<file path="config.mk">
export PLATFORM = sky130hd
export DESIGN_NAME = rxtx_link_ctrl
export DESIGN_NICKNAME = d
export VERILOG_FILES = /design/src/rtl/rxtx_link_ctrl.sv
export SDC_FILE = /design/constraint.sdc
export NUM_CORES = 1
export LEC_CHECK = 0
export CAP_MARGIN = 20
export CORE_MARGIN = 2
export CORE_UTILIZATION = 55
export DETAILED_ROUTE_END_ITERATION = 12
export PLACE_DENSITY_LB_ADDON = 0.12
export SETUP_SLACK_MARGIN = 0.15
export SYNTH_ARGS = -nofsm -noshare
export SYNTH_HDL_FRONTEND = slang
export SYNTH_SLANG_ARGS = --single-unit
</file>
<file path="constraint.sdc">
create_clock -name i_clk -period 2.85 [get_ports i_clk]
set_clock_uncertainty 0.1 [all_clocks]
set_input_delay 0.855 -clock i_clk [delete_from_list [all_inputs] [get_ports i_clk]]
set_output_delay 0.855 -clock i_clk [all_outputs]
set_load 0.05 [all_outputs]
</file>
<file path="src/rtl/rxtx_link_ctrl.sv">
// Link bring-up FSM and frame scheduler for the LVDS rx/tx bridge core side.
// Trains the link with sync, holds sync after local lock, then paces transmit frames and gates router traffic.
module rxtx_link_ctrl #(
    parameter int GATE_WIDTH   = 4,
    parameter int HOLD_CYCLES  = 256,
    parameter int LOCK_TIMEOUT = 65535
) (
    input  logic                  i_clk,
    input  logic                  i_rst_n,
    input  logic                  i_enable,
    output logic                  o_sync_generate,
    input  logic                  i_sync_complete,
    output logic                  o_tx_start,
    input  logic                  i_tx_done,
    output logic                  o_src_accept,
    input  logic [GATE_WIDTH-1:0] i_vl,
    input  logic [GATE_WIDTH-1:0] i_cr,
    output logic [GATE_WIDTH-1:0] o_vl,
    output logic [GATE_WIDTH-1:0] o_cr,
    input  logic                  i_rx_available,
    input  logic                  i_sink_ready,
    output logic                  o_rx_pull,
    output logic                  o_link_up,
    output logic                  o_link_err,
    output logic [7:0]            o_relock_cnt
);
    localparam int MAX_CNT = (HOLD_CYCLES > LOCK_TIMEOUT) ? HOLD_CYCLES : LOCK_TIMEOUT;
    localparam int CW      = $clog2(MAX_CNT + 1);
    localparam logic [CW-1:0] HOLD_LAST = CW'(HOLD_CYCLES - 1);
    localparam logic [CW-1:0] TO_LAST   = CW'(LOCK_TIMEOUT - 1);

    typedef enum logic [1:0] {IDLE, SYNC, HOLD, RUN} state_t;

    state_t        state;
    logic [CW-1:0] cnt;   // timeout counter in SYNC, hold counter in HOLD
    logic          busy;

    always_ff @(posedge i_clk or negedge i_rst_n) begin
        if (!i_rst_n) begin
            state           <= IDLE;
            cnt             <= '0;
            busy            <= 1'b0;
            o_sync_generate <= 1'b0;
            o_link_up       <= 1'b0;
            o_tx_start      <= 1'b0;
            o_src_accept    <= 1'b0;
            o_link_err      <= 1'b0;
            o_relock_cnt    <= '0;
        end else begin
            o_link_err   <= 1'b0;
            o_tx_start   <= 1'b0;
            o_src_accept <= 1'b0;
            // A frame in flight always completes, whatever the link state does.
            if (i_tx_done) busy <= 1'b0;

            if (!i_enable) begin
                state           <= IDLE;
                o_sync_generate <= 1'b0;
                o_link_up       <= 1'b0;
            end else begin
                case (state)
                    IDLE: begin
                        state           <= SYNC;
                        cnt             <= '0;
                        o_sync_generate <= 1'b1;
                    end
                    SYNC: begin
                        if (i_sync_complete) begin
                            state <= HOLD;
                            cnt   <= '0;
                        end else if (cnt == TO_LAST) begin
                            o_link_err <= 1'b1;
                            cnt        <= '0;
                        end else begin
                            cnt <= cnt + 1'b1;
                        end
                    end
                    HOLD: begin
                        if (!i_sync_complete) begin
                            state <= SYNC;
                            cnt   <= '0;
                        end else if (cnt == HOLD_LAST) begin
                            state           <= RUN;
                            o_sync_generate <= 1'b0;
                            o_link_up       <= 1'b1;
                        end else begin
                            cnt <= cnt + 1'b1;
                        end
                    end
                    RUN: begin
                        if (!i_sync_complete) begin
                            state           <= SYNC;
                            cnt             <= '0;
                            o_sync_generate <= 1'b1;
                            o_link_up       <= 1'b0;
                            if (o_relock_cnt != 8'hFF) o_relock_cnt <= o_relock_cnt + 1'b1;
                        end else if (!busy && !o_tx_start) begin
                            // Only start when staying in RUN, so no start lands outside RUN.
                            o_tx_start   <= 1'b1;
                            o_src_accept <= 1'b1;
                            busy         <= 1'b1;
                        end
                    end
                endcase
            end
        end
    end

    assign o_vl      = i_vl & {GATE_WIDTH{o_link_up}};
    assign o_cr      = i_cr & {GATE_WIDTH{o_link_up}};
    assign o_rx_pull = o_link_up & i_rx_available & i_sink_ready;

endmodule

</file>
; ---- After elaboration in Yosys (flattened, before gate mapping)
; Cells that the tools add are included.
[word_totals]
reg_bits = 31
input_bits = 15
word_cells = 74
[op_classes]
n_addsub = 2
n_eq_ne = 15
muxes = 35
n_bitwise = 5
reduce_logical = 9
[op_table]
columns = cell, n
row1 = $mux W16, 5
row2 = $pmux W16 S4, 1
row3 = $mux W1, 21
row4 = $add A16 B1 Y16 const B, 1
row5 = $eq A16 B16 Y1 const B, 1
row6 = $eq A16 B8 Y1 const B, 1
row7 = $ne A3 B3 Y1 const B, 5
row8 = $reduce_and A4 Y1, 3
row9 = $mux W2, 5
row10 = $add A8 B1 Y8 const B, 1
row11 = $and A4 B4 Y4, 2
row12 = $ne A8 B8 Y1 const B, 1
row13 = $pmux W2 S4, 1
row14 = $reduce_and A3 Y1, 2
row15 = $eq A2 B2 Y1 const B, 2
row16 = $ne A4 B1 Y1 const B, 1
row17 = $ne A4 B4 Y1 const B, 1
row18 = $ne A3 B1 Y1 const B, 1
row19 = $pmux W1 S3, 1
row20 = $and A1 B1 Y1, 2
row21 = $eq A2 B1 Y1 const B, 1
row22 = $logic_not A1 Y1, 2
row23 = $logic_not A2 Y1, 1
row24 = $ne A2 B2 Y1 const B, 1
row25 = other kinds (3), 3

; ---- Logic depth before layout (Yosys ltp)
; Gate-level depths: netlist of the first run.
[depth]
depth_word = 6
depth_mapped = 8
ltp_nobuf = 7

; ---- Worst setup path before layout of the first run
; Ideal clock, no wire load.
[synth_path]
kind = register -> output
start = register o_link_up
end = output o_rx_pull
arrival_time_ps = 1350
required_time_ps = 1895
path_slack_ps = 545
stages_incl_launch_ff = 3
cell_sequence = dfrtp_1 clkbuf_1 and3_1
[synth_between]
elab_chain_cells = 2
[synth_lines]
columns = item, line_no
row1 = from (decl), 23  ; output logic o_link_up,
row2 = from (signal assigned), 44  ; o_link_up <= 1'b0;
row3 = from (signal assigned), 59  ; o_link_up <= 1'b0;
row4 = from (signal assigned), 85  ; o_link_up <= 1'b1;
row5 = $and A1 B1 Y1 (2 in series), 111  ; assign o_rx_pull = o_link_up & i_rx_available & i_sink_ready;
row6 = to (decl), 22  ; output logic o_rx_pull,
; No other way between the ends.

; ---- Worst setup path after layout of the first run
[layout_path]
start = register o_relock_cnt[2]
end = output o_relock_cnt[2]
[layout_lines]
columns = item, line_no
row1 = from (decl), 25  ; output logic [7:0] o_relock_cnt
row2 = from (signal assigned), 96  ; if (o_relock_cnt != 8'hFF) o_relock_cnt <= o_relock_cnt + 1'b1;
; No word-level cell between the ends.

==> results of run 1 <==
[state kept, by name (all words and copies together) (netlist names)]
signal           cells
busy                 1
cnt                 16
state                2
o_link_up            1
o_src_accept         1
o_link_err           1
o_sync_generate      1
o_relock_cnt         8
[final cells by class]
cell class,instances,area [µm²]
clock buffers,6,41.3
clock inverters,2,12.5
fillers,231,698
inverters,7,26.3
multi-input cells,145,963
flip-flops and latches,31,776
well taps,44,55.1
repair buffers,43,505
[placed cells by master (no fill, tap or decap), types with 2 or more instances in the layout]
cell              n
nand2b_1          3
buf_12            9
a21o_1            4
and3_1            4
nand4_1           7
a21oi_1           5
nor2_1           10
o21ai_0           9
o211ai_1          2
and4_1            2
and3b_1           2
and2_1           11
nand2_1          21
a22o_1            2
inv_1             7
a41oi_1           2
xnor2_1           5
a31oi_1          14
clkdlybuf4s50_1  26
ha_1              7
nor3_1            2
nor4_1            2
clkbuf_4          5
or3_1             3
buf_4             7
nand3_1           9
mux2i_1           3
xor2_1            2
dfrtp_1          31
[power groups by stage]
stage	clock network, mW	registers, mW	logic [mW]
2_1_floorplan	0	0.509	0.0686
3_3_place_gp	0	0.477	0.165
3_5_place_dp	0	0.478	0.172
4_1_cts	0.256	0.470	0.173
5_1_grt	0.276	0.474	0.187
6_report	0.250	0.471	0.172
[stage by stage]
step                worst slack, ns  area, µm²  cells  hold slack, ns  utilization (%)
finish                        0.219       2380    278           0.360             77.3
detailed placement            0.177       2320    270           0.352             75.5
global route                  0.157       2380    278           0.386             77.3
floorplan                     0.545       1800    189           0.323                -
CTS                           0.199       2380    278           0.363             77.2
global placement              0.247       2320    270           0.336             75.5
[layer usage]
| metal | up-vias | global-route usage, % |
|---|---|---|
| li1 | 782 | - |
| met1 | 799 | 32.2 |
| met2 | 74 | 43.0 |
| met3 | 14 | 7.77 |
| met4 | 0 | 13.0 |
| met5 | - | 0 |
[cells by family after synthesis]
logic type,count (synthesis),synth area share [%]
and+or+nand+nor,82,25.3
AOI/OAI and AO/OA,45,17.6
DFF,31,43.1
buffers and inverters,13,3.47
xor gates and xnor gates,7,3.40
adders and majority gates,7,4.86
muxes,4,2.29
[worst paths after layout]
path	start	to	slack, ns	depth (start not counted)
min in group asynchronous	i_rst_n	cnt[13]	0.79	2
max in group asynchronous	i_rst_n	cnt[1]	1.57	2
setup / recovery	o_relock_cnt[2]	o_relock_cnt[2]	0.22	1
setup reg to reg	cnt[0]	cnt[7]	0.55	7
hold reg to reg	busy	o_src_accept	0.36	1
hold / removal	busy	o_src_accept	0.36	1
[what timing repair did]
item / in CTS / in global routing
setup endpoints to repair: 0 / 1
resized for setup: 0 / 1
buffers inserted: 0 / 0
==> results.toml, run 1 <==
[worst_setup_path]
crit_fanout = 6
path_delay_family = "buffers and inverters"
arrival_ns = 1.68
critPathLaunchType = "register"
critPathCaptureType = "output pin"
crit_chain = "clkdlybuf4s50_1"
path_buf_inv = 1
critPathKind = "reg -> out"
cp.required_ns = 1.90
critPathMaxStageDelay_ns = 0.85
slowest_stage = "clkdlybuf4s50_1"

[power_and_ir_drop]
p_clk_share_pct = 28.0
design_power_total_uw = 894
combPwrFrac_pct = 19.3
internal-power_uw = 620
p_seq_share_pct = 52.7
power_density_nw_per_um2 = 375
netSwitchingPower_uw = 274
ir_worst_vdd_v = 0.000260
switching_share_pct = 30.6
leakage_nw = 1.05

[floorplan]
io_pins = 37
rows = 20
core_area_um2 = 3080
initial_core_util_pct = 58.5
die_area_um2 = 3750
die_height_um = 61.2
die_x_um = 61.2

[logic_synthesis]
synth.top_cell.area_share_pct = 43.1
synth_area_leaders = "dfrtp_1 (43%), a31oi_1 (4.9%), ha_1 (4.9%)"
synth_edf_count = 0
synthTopCellsByCount = "dfrtp_1 (31), nand2_1 (21), a31oi_1 (14)"
synth.distinct_cells = 43
syn_area_per_cell_um2 = 9.53
ys.flop_type = "dfrtp_1"
synthMostInstantiatedCell = "dfrtp_1"
yosysWarnings = 0
synth_nets = 211
netlist_instances = 189
syn_area_um2 = 1800
yosys.area.top_type = "dfrtp_1"
ys_seq_area_share_pct = 43.1
async_flop_share_pct = 100
ys_ff_latch = 31

[routing]
routed_wl_um = 4470
routed-wl-met2_um = 2220
drt-pass1-iter-count = 4
drc_errors = 0
avgViaCountPerCell = 6.00
wire_per_inst_um = 16.1
ant_nets = 0
wl_met1_um = 1800
vias = 1669
drt_iter0_markers = 93
dr_wl_met3_um = 330
top_layer = "met4"

[cts]
cts-buffers-inserted = 5
hold_buffers = 0
h-tree-depth = 2
cts.sinks = 31
clock_latency_ns = 0.34
clkTransAtPathRegs_ns = 0.09
cts_tree = "built"
cts.path.max_buffers = 2
cts_root_buffer = "clkbuf_4"

[sta]
slew_viol_final = 0
setup_viol = 0
worst_pin_slew_ns = 0.524
min_period_ns = 2.63
finalSetupTns_ns = 0
timing.final.crit_share_pct = 92.3
relSlewSlack_pct = 65.0
clock.fmax_mhz = 380
hold_viol_final = 0
rsz0062_at_grt = "false"

[final_layout]
final_nets = 255
antenna_cells = 0
area_delta_synth_final_pct = 32.1
drive_gt1_share_pct = 13.2

[global_route]
antenna_found_initial = 0
gr-total-overflow = 0
grt_max_degree = 32
grt_usage_pct = 26.5
grt_first_pass_wirelength_um = 7200
first_global_vias = 1579

[min_path]
hold_class = "reg -> reg"

[run_status]
outcome = "finished, final reports clean"

[placed_design]
portBuffers = 36
place_hpwl_um = 3400
gp_congestion = 0.932

[job]
drv_cap = 0
Power figures use the tool's default switching activity.
==> inputs of run 2 (changes only) <==
- ABC_AREA: unset -> 1
- CORE_UTILIZATION: 55 -> 57
- HOLD_SLACK_MARGIN: unset -> 0.15
- SKIP_LAST_GASP: unset -> 1
==> run 2 against run 1 <==
Compared with the run above: cell area increased by 14%; non-clock buffer count decreased by 3; power increased by 22%; worst setup slack better by 0.019 ns; fmax up 0.73%; register-to-register slack gained 0.49 ns; die area is 13% higher; final cell count is 46% higher; critical path type is now in -> out; critical endpoint is now o_rx_pull; largest power group unchanged.
==> results.toml, run 2 <==
[logic_synthesis]
syn_area_per_cell_um2 = 6.75
netlist_instances = 316
synth.distinct_cells = 33
yosysWarnings = 0
ys_ff_latch = 31
synthTopCellsByCount = "nand2_1 (104), inv_1 (59), nor2_1 (35)"
synth_area_leaders = "dfrtp_1 (36%), nand2_1 (18%), inv_1 (10%)"
synth.top_cell.area_share_pct = 36.3
ys_seq_area_share_pct = 36.3
synth_nets = 338
synthMostInstantiatedCell = "nand2_1"
ys.flop_type = "dfrtp_1"
syn_area_um2 = 2130
async_flop_share_pct = 100
synth_edf_count = 0
yosys.area.top_type = "dfrtp_1"

[worst_setup_path]
cp.required_ns = 1.90
worstReg2RegStart = "state[0]"
ff2ff_setup_slack_ns = 1.04
endpoint = "o_rx_pull"
path_buf_inv = 2
arrival_ns = 1.66
critPathKind = "in -> out"
crit_start = "i_rx_available"
ff2ff_path_depth = 9
crit_chain = "clkdlybuf4s50_1, and3_1, buf_12"
critPathCaptureType = "output pin"
path_delay_family = "buffers and inverters"
critPathMaxStageDelay_ns = 0.45
worstReg2RegEnd = "cnt[0]"
crit_fanout = 1
slowest_stage = "clkdlybuf4s50_1"
worst-path-stages = 3
critPathLaunchType = "input port"

[routing]
top_layer = "met4"
drc_errors = 0
routed_wl_um = 4720
dr_wl_met3_um = 293
vias = 2007
drt_iter0_markers = 105
wire_per_inst_um = 11.6
wl_met1_um = 2170
routed-wl-met2_um = 2220
drt-pass1-iter-count = 4
ant_nets = 0
avgViaCountPerCell = 4.96

[final_layout]
top_regs = "cnt (16), o_relock_cnt (8), state (2)"
drive_gt1_share_pct = 9.80
largest_reg_flops = 16
regMostFlops = "cnt"
antenna_cells = 0
finalCoreUtilization_pct = 74.4
design_area_um2 = 2710
final_nets = 378
final_cell_mix = "nand2_1 (104), inv_1 (59), nor2_1 (35), dfrtp_1 (31), clkdlybuf4s50_1 (27)"
area_delta_synth_final_pct = 26.7
final_common_cell = "nand2_1"

[sta]
finalSetupTns_ns = 0
clock.fmax_mhz = 383
min_period_ns = 2.61
setup_viol = 0
timing.final.crit_share_pct = 91.6
relSlewSlack_pct = 66.7
slew_viol_final = 0
hold_viol_final = 0
worst_pin_slew_ns = 0.498
whs_ns = 0.385
rsz0062_at_grt = "false"

[power_and_ir_drop]
leakage_nw = 1.50
design_power_total_mw = 1.09
ir_worst_vdd_v = 0.000406
power_density_nw_per_um2 = 401

[global_route]
grt_max_degree = 32
gr-total-overflow = 0
first_global_vias = 1875
grt_first_pass_wirelength_um = 8430
antenna_found_initial = 0
grt_usage_pct = 25.4

[cts]
hold_buffers = 0
cts.path.max_buffers = 2
clock_latency_ns = 0.28
cts-buffers-inserted = 5
post_cts.repair.setup_buffers = 0
cts_resized = 0
cts.sinks = 31
clkTransAtPathRegs_ns = 0.06
h-tree-depth = 2
cts_tree = "built"
cts_root_buffer = "clkbuf_8"

[min_path]
hold_class = "reg -> reg"

[floorplan]
core_area_um2 = 3630
rows = 22
initial_core_util_pct = 58.7
die_x_um = 65.2
die_height_um = 65.2
io_pins = 37
die_area_um2 = 4250

[job]
drv_cap = 0

[run_status]
outcome = "finished, final reports clean"

[placed_design]
gp_congestion = 0.882
portBuffers = 36
placed_cell_area_um2 = 2620
place_hpwl_um = 3580
## run 2: cell count changes in the layout (fill, tap and decap cells not counted), sizes merged, moves of 8 or more
| cell | delta |
|---|---|
| nand2 | +88 |
| inv | +53 |
| nor2 | +29 |
| a31oi | -13 |
| and2 | -13 |
| nand3 | +8 |
## run 2: metrics by stage
stage	worst slack, ns	instances
3_5_place_dp	0.230	397
5_1_grt	0.212	405
6_report	0.238	405
2_1_floorplan	0.480	316
4_1_cts	0.225	405
3_3_place_gp	0.246	397
## run 2: how the worst min path moves through the flow
stage	startpoint	cells past startpoint	endpoint	slack (ns)
finish	o_sync_generate	2	o_sync_generate	0.38
global route	o_sync_generate	2	o_sync_generate	0.41
CTS	o_sync_generate	2	o_sync_generate	0.39
detailed placement	o_sync_generate	2	o_sync_generate	0.37
global placement	o_sync_generate	2	o_sync_generate	0.37
floorplan	busy	2	o_src_accept	0.39
## run 2: area by class of cell
cell class | instances | area [µm²]
clock buffers | 5 | 68.8
clock inverters | 3 | 15.0
fillers | 301 | 928
inverters | 61 | 233
multi-input cells | 217 | 1070
flip-flops and latches | 31 | 776
well taps | 48 | 60.1
repair buffers | 40 | 480
## run 2: report_power, final
group          internal, mW  leakage, nW  total [mW]  switching (mW)
Clock                 0.167       0.0477       0.334           0.168
Combinational         0.101         1.03       0.276           0.175
Sequential            0.458        0.428       0.476          0.0181
Total                 0.726         1.50        1.09           0.360
## run 2: routing by layer
layer  GRT usage [%]  up-vias
met4            6.51        0
met3            5.65        4
met5               0        -
li1                -     1041
met2            42.0       58
met1            34.0      904
## run 2: worst min-delay path, stage by stage, from the launching register on
cell,delay (ns)
dfrtp_1,0.34
nand2_1,0.05
o21ai_0,0.06
## run 2: cells by family after synthesis
group	count (synthesis)	synth area share, %
AND/OR/NAND/NOR	177	36.0
AO/OA/AOI/OAI	25	6.86
XOR/XNOR	8	3.28
adder cells (fa/ha/maj)	7	4.10
buffers and inverters	68	13.4
flip-flops	31	36.3
==> inputs of run 3 (changes only) <==
- SKIP_CTS_REPAIR_TIMING: unset -> 1
==> results of run 3 <==
No change in the layout: final DEF, timing and power equal those of run 2.
==> variant 1 (flow settings as in run 2) <==
Encoding of `state_t`: now one-hot (4 bits for 4 states).
--- a/src/rtl/rxtx_link_ctrl.sv
+++ b/src/rtl/rxtx_link_ctrl.sv
@@ -30,5 +30,5 @@
     localparam logic [CW-1:0] TO_LAST   = CW'(LOCK_TIMEOUT - 1);
 
-    typedef enum logic [1:0] {IDLE, SYNC, HOLD, RUN} state_t;
+    typedef enum logic [3:0] {IDLE = 4'b0001, SYNC = 4'b0010, HOLD = 4'b0100, RUN = 4'b1000} state_t;
 
     state_t        state;
Behaviour: same outputs for any inputs over 10 cycles, from zero or initial values and one cycle with i_rst_n low; not proved beyond that.
==> variant 1 against run 2 <==
Total power increased by 19%; clock power increased by 17%; worst setup slack got worse by 0.017 ns; critical endpoint is now o_link_up; final area increased by 4.7%; critical path depth decreased by 2; wire length increased by 7.8%; highest routed layer unchanged; sequential cell count increased by 2; synthesized area increased by 4.8%.
==> variant 1: results (changes against run 2) <==
* Status: completed (unchanged)
* Met3 Wirelength at 378 um (was 293 um)
* Routed length per instance at 12.19 um (was 11.64 um)
* Layout cells sized above 1 at 0.1301 (was 0.09804)
* Met3 GRT Util at 0.06081 (was 0.05651)
* Syn_area_per_cell at 6.821 um^2 (was 6.755 um^2)
* Final nets at 386 (was 378)
* FF-to-FF End: cnt[1]$_DFFE_PN0P_ (was cnt[0]$_DFFE_PN0P_)
* Largest registers: cnt: 16 flops, o_relock_cnt: 8 flops, state: 4 flops (was cnt: 16 flops, o_relock_cnt: 8 flops, state: 2 flops)
* CP max stage delay at 0.87 ns (was 0.45 ns)
* Final Wtd Congestion at 0.9655 (was 0.8823)
* M1 WL at 2316 um (was 2172 um)
* GR Util met1 at 0.3524 (was 0.3400)
* Synth area leaders: dfrtp_1 36%, nand2_1 20%, inv_1 6.7%, nand3_1 5.4%, nor2_1 5.2% (was dfrtp_1 36%, nand2_1 18%, inv_1 10%, nor2_1 6.2%, ha_1 4.1%)
* Vias in the first global route at 2028 (was 1875)
* Reg2Reg Depth at 10 (was 9)
* Worst setup startpoint: o_link_up$_DFFE_PN0P_ (was i_rx_available)
* Top layer reached by signal wires: met4 (unchanged)
* Max-slew headroom at 0.6714 (was 0.6668)
* Seq pwr at 0.525 mW (was 0.476 mW)
* Pint at 0.8359 mW (was 0.7257 mW)
* R2R Setup Slk at 0.90 ns (was 1.04 ns)
* Setup crit end: o_link_up (was o_rx_pull)
* Final min period at 2.629 ns (was 2.612 ns)
* Gate power share at 0.292 (was 0.254)
* Top post-synthesis cells by count: 121 x nand2_1, 40 x inv_1, 32 x dfrtp_1, 31 x nor2_1, 24 x nand3_1 (was 104 x nand2_1, 59 x inv_1, 35 x nor2_1, 31 x dfrtp_1, 16 x nand3_1)
* Placed Area at 2731 um^2 (was 2621 um^2)
* Largest net degree at the start of global routing at 34 (was 32)
* DP Cell Count at 409 (was 397)
* Via count at 2164 (was 2007)
* Total nets after synthesis at 346 (was 338)
* Global-route met2 utilization at 0.4275 (was 0.4196)
* Worst hold slack at 0.3974 ns (was 0.3845 ns)
* Maximum vdd drop at 0.0003648 V (was 0.0004061 V)
* Power density cells at 456.7 nW/um^2 (was 401.5 nW/um^2)
* Total GRT Usage at 0.2643 (was 0.2544)
* Drt first-iter violations at 165 (was 105)
* DP Worst Slack at 0.2381 ns (was 0.2303 ns)
* Yosys cell types at 33 (unchanged)
* Setup CP Type: reg2out (was in2out)
* Global-route wire length before repair at 8935 um (was 8431 um)
* CP max FO at 11 (was 1)
* DP HPWL at 3906 um (was 3575 um)
* Initial DRT Pass Iterations at 5 (was 4)
* Sequential element share of the synthesized area at 0.3697 (was 0.3634)
* Metal2 WL at 2328 um (was 2215 um)
* Final wirelength at 5084 um (was 4716 um)
[variant 1: changes by cell type after synthesis, sizes merged, moves of 2 or more]
cell / run 2 / this run
inv: 60 / 48
nor3: 2 / 7
nand2: 109 / 127
nand3: 17 / 26
xor2: 4 / 7
buf: 5 / 3
ha: 7 / 3
a21oi: 6 / 2
[variant 1: logic make-up (layout without fill, tap and decap cells)]
group / after synthesis / after routing / share of synthesized area
DFF: 33 / 33 / 0.3697
buffers and inverters: 54 / 95 / 0.09843
adders and majority gates: 3 / 3 / 0.01678
xor gates and xnor gates: 10 / 10 / 0.03915
and+or+nand+nor: 211 / 211 / 0.4312
AOI/OAI and AO/OA: 17 / 17 / 0.04474
[variant 1: layout make-up]
class / count / area, um^2
fillers: 294 / 883.3
inverters: 49 / 188.9
well taps: 48 / 60.06
clock buffers: 7 / 96.34
multi-input cells: 241 / 1190
repair buffers: 38 / 465.4
flip-flops and latches: 33 / 827.0
clock inverters: 1 / 5.005
==> variant 2 (flow settings as in run 2) <==
Without the edit above. `LOCK_TIMEOUT`: 65535 -> 32767.
--- a/src/rtl/rxtx_link_ctrl.sv
+++ b/src/rtl/rxtx_link_ctrl.sv
@@ -4,5 +4,5 @@
     parameter int GATE_WIDTH   = 4,
     parameter int HOLD_CYCLES  = 256,
-    parameter int LOCK_TIMEOUT = 65535
+    parameter int LOCK_TIMEOUT = 32767
 ) (
     input  logic                  i_clk,
Function: same outputs for any inputs over 10 cycles, from zero or initial values and one cycle with i_rst_n low; that may be too few to reach the edited logic, so the function may still have changed.
==> variant 2 against run 2 <==
Final area shrank 0.88%; synthesized area shrank 0.94%; sequential cell count shrank 1; first-iteration DRC count grew 16%; worst hold slack lost 0.0050 ns; cell count shrank 4.4%; core utilization shrank 0.091 points; total power grew 4.0%; critical path type unchanged; maximum frequency grew 0.26%; wire length shrank 4.7%; combinational power grew 20%; largest cell class unchanged; worst setup slack gained 0.0069 ns.
==> variant 2: results (changes against run 2) <==
* Status: completed (unchanged)
* Power density cells at 421.2 nW/um^2 (was 401.5 nW/um^2)
* Syn_area_per_cell at 7.072 um^2 (was 6.755 um^2)
* Non-CTS buffers at 39 (was 40)
* GR Util met1 at 0.3240 (was 0.3400)
* Global-route wire length before repair at 8004 um (was 8431 um)
* Final nets at 361 (was 378)
* Synth area leaders: dfrtp_1 36%, nand2_1 15%, inv_1 8.5%, nand3_1 5.7%, nor2_1 4.8% (was dfrtp_1 36%, nand2_1 18%, inv_1 10%, nor2_1 6.2%, ha_1 4.1%)
* NonClk Buf Share at 0.1764 (was 0.1776)
* Inverters at 56 (was 61)
* FF+latch count, synth at 30 (was 31)
* Largest net degree at the start of global routing at 31 (was 32)
* Via count at 1899 (was 2007)
* ClkCell Share at 0.02846 (was 0.03099)
* Global-route met2 utilization at 0.3892 (was 0.4196)
* DP Cell Count at 380 (was 397)
* Multi-input logic area at 1100 um^2 (was 1072 um^2)
* Switching Power at 0.3898 mW (was 0.3603 mW)
* Final cell count without fillers at 387 (was 405)
* Clock buffer count from CTS at 5 (unchanged)
* Total nets after synthesis at 321 (was 338)
* Gate power share at 0.293 (was 0.254)
* Highest Clock Rate at 383.9 MHz (was 382.9 MHz)
* Register area at 750.7 um^2 (was 775.7 um^2)
* Routed length per instance at 11.61 um (was 11.64 um)
* Final instance area at 2681 um^2 (was 2705 um^2)
* Total GRT Usage at 0.2482 (was 0.2544)
* DP HPWL at 3407 um (was 3575 um)
* Layout cells sized above 1 at 0.1504 (was 0.09804)
* Largest registers: cnt: 15 flops, o_relock_cnt: 8 flops, state: 2 flops (was cnt: 16 flops, o_relock_cnt: 8 flops, state: 2 flops)
* Sequential element share of the synthesized area at 0.3550 (was 0.3634)
* CLK BUF at 7 (was 5)
* Placed Area at 2605 um^2 (was 2621 um^2)
* Leakage power at 1.402 nW (was 1.504 nW)
* Top post-synthesis cells by count: 84 x nand2_1, 48 x inv_1, 30 x dfrtp_1, 27 x nor2_1, 24 x nand3_1 (was 104 x nand2_1, 59 x inv_1, 35 x nor2_1, 31 x dfrtp_1, 16 x nand3_1)
* Final-layout fill cell count at 305 (was 301)
* Met3 Wirelength at 298 um (was 293 um)
* Metal2 WL at 2040 um (was 2215 um)
* DP Worst Slack at 0.2386 ns (was 0.2303 ns)
* Gates resized, CTS repair at 0 (unchanged)
* Drt first-iter violations at 122 (was 105)
* Maximum vdd drop at 0.0004886 V (was 0.0004061 V)
* Critical path data arrival time at 1.65 ns
* Met3 GRT Util at 0.07639 (was 0.05651)
* M1 WL at 2076 um (was 2172 um)
* Vias in the first global route at 1844 (was 1875)
* Worst slew pin tran at 0.5251 ns (was 0.4983 ns)
* Count of multi-input gates at 207 (was 217)
* Final Wtd Congestion at 0.8993 (was 0.8823)
[variant 2: changes by cell type in the layout (fill, tap and decap cells not counted), moves of 3 or more]
cell / run 2 / this run
nor2_2: 2 / 11
nand3_1: 16 / 24
o21ai_1: 4 / 1
nand2_2: 3 / 10
a21oi_1: 6 / 1
nand2_1: 104 / 84
nor3_1: 2 / 7
o21bai_1: 4 / 0
inv_1: 59 / 48
clkinv_1: 0 / 3
nor2_1: 35 / 27
clkinv_2: 4 / 1
[variant 2: final timing paths]
kind | from | end | slack, ns | depth (start not counted)
worst max-delay path | i_sink_ready | o_rx_pull | 0.25 | 3
worst min-delay path | o_sync_generate$_DFFE_PN0P_ | o_sync_generate$_DFFE_PN0P_ | 0.38 | 2
worst max register to register | state[0]$_DFFE_PN0P_ | cnt[7]$_DFFE_PN0P_ | 0.95 | 10
worst min register to register | o_sync_generate$_DFFE_PN0P_ | o_sync_generate$_DFFE_PN0P_ | 0.38 | 2
max in group asynchronous | i_rst_n | o_relock_cnt[3]$_DFFE_PN0P_ | 1.51 | 2
min in group asynchronous | i_rst_n | o_link_up$_DFFE_PN0P_ | 0.86 | 2
[variant 2: cell families (layout without fill, tap and decap cells)]
| group | Yosys count | after routing | share of synthesized area |
|---|---|---|---|
| AO/OA/AOI/OAI | 8 | 8 | 0.02071 |
| XOR/XNOR | 9 | 9 | 0.03728 |
| adder cells (fa/ha/maj) | 7 | 7 | 0.04142 |
| buffers and inverters | 62 | 102 | 0.1248 |
| flip-flops | 30 | 30 | 0.3550 |
| AND/OR/NAND/NOR | 183 | 183 | 0.4207 |
[variant 2: critical path, cell delays in order]
cell	delay, ns
clkdlybuf4s50_1	0.45
and3_1	0.20
buf_12	0.14
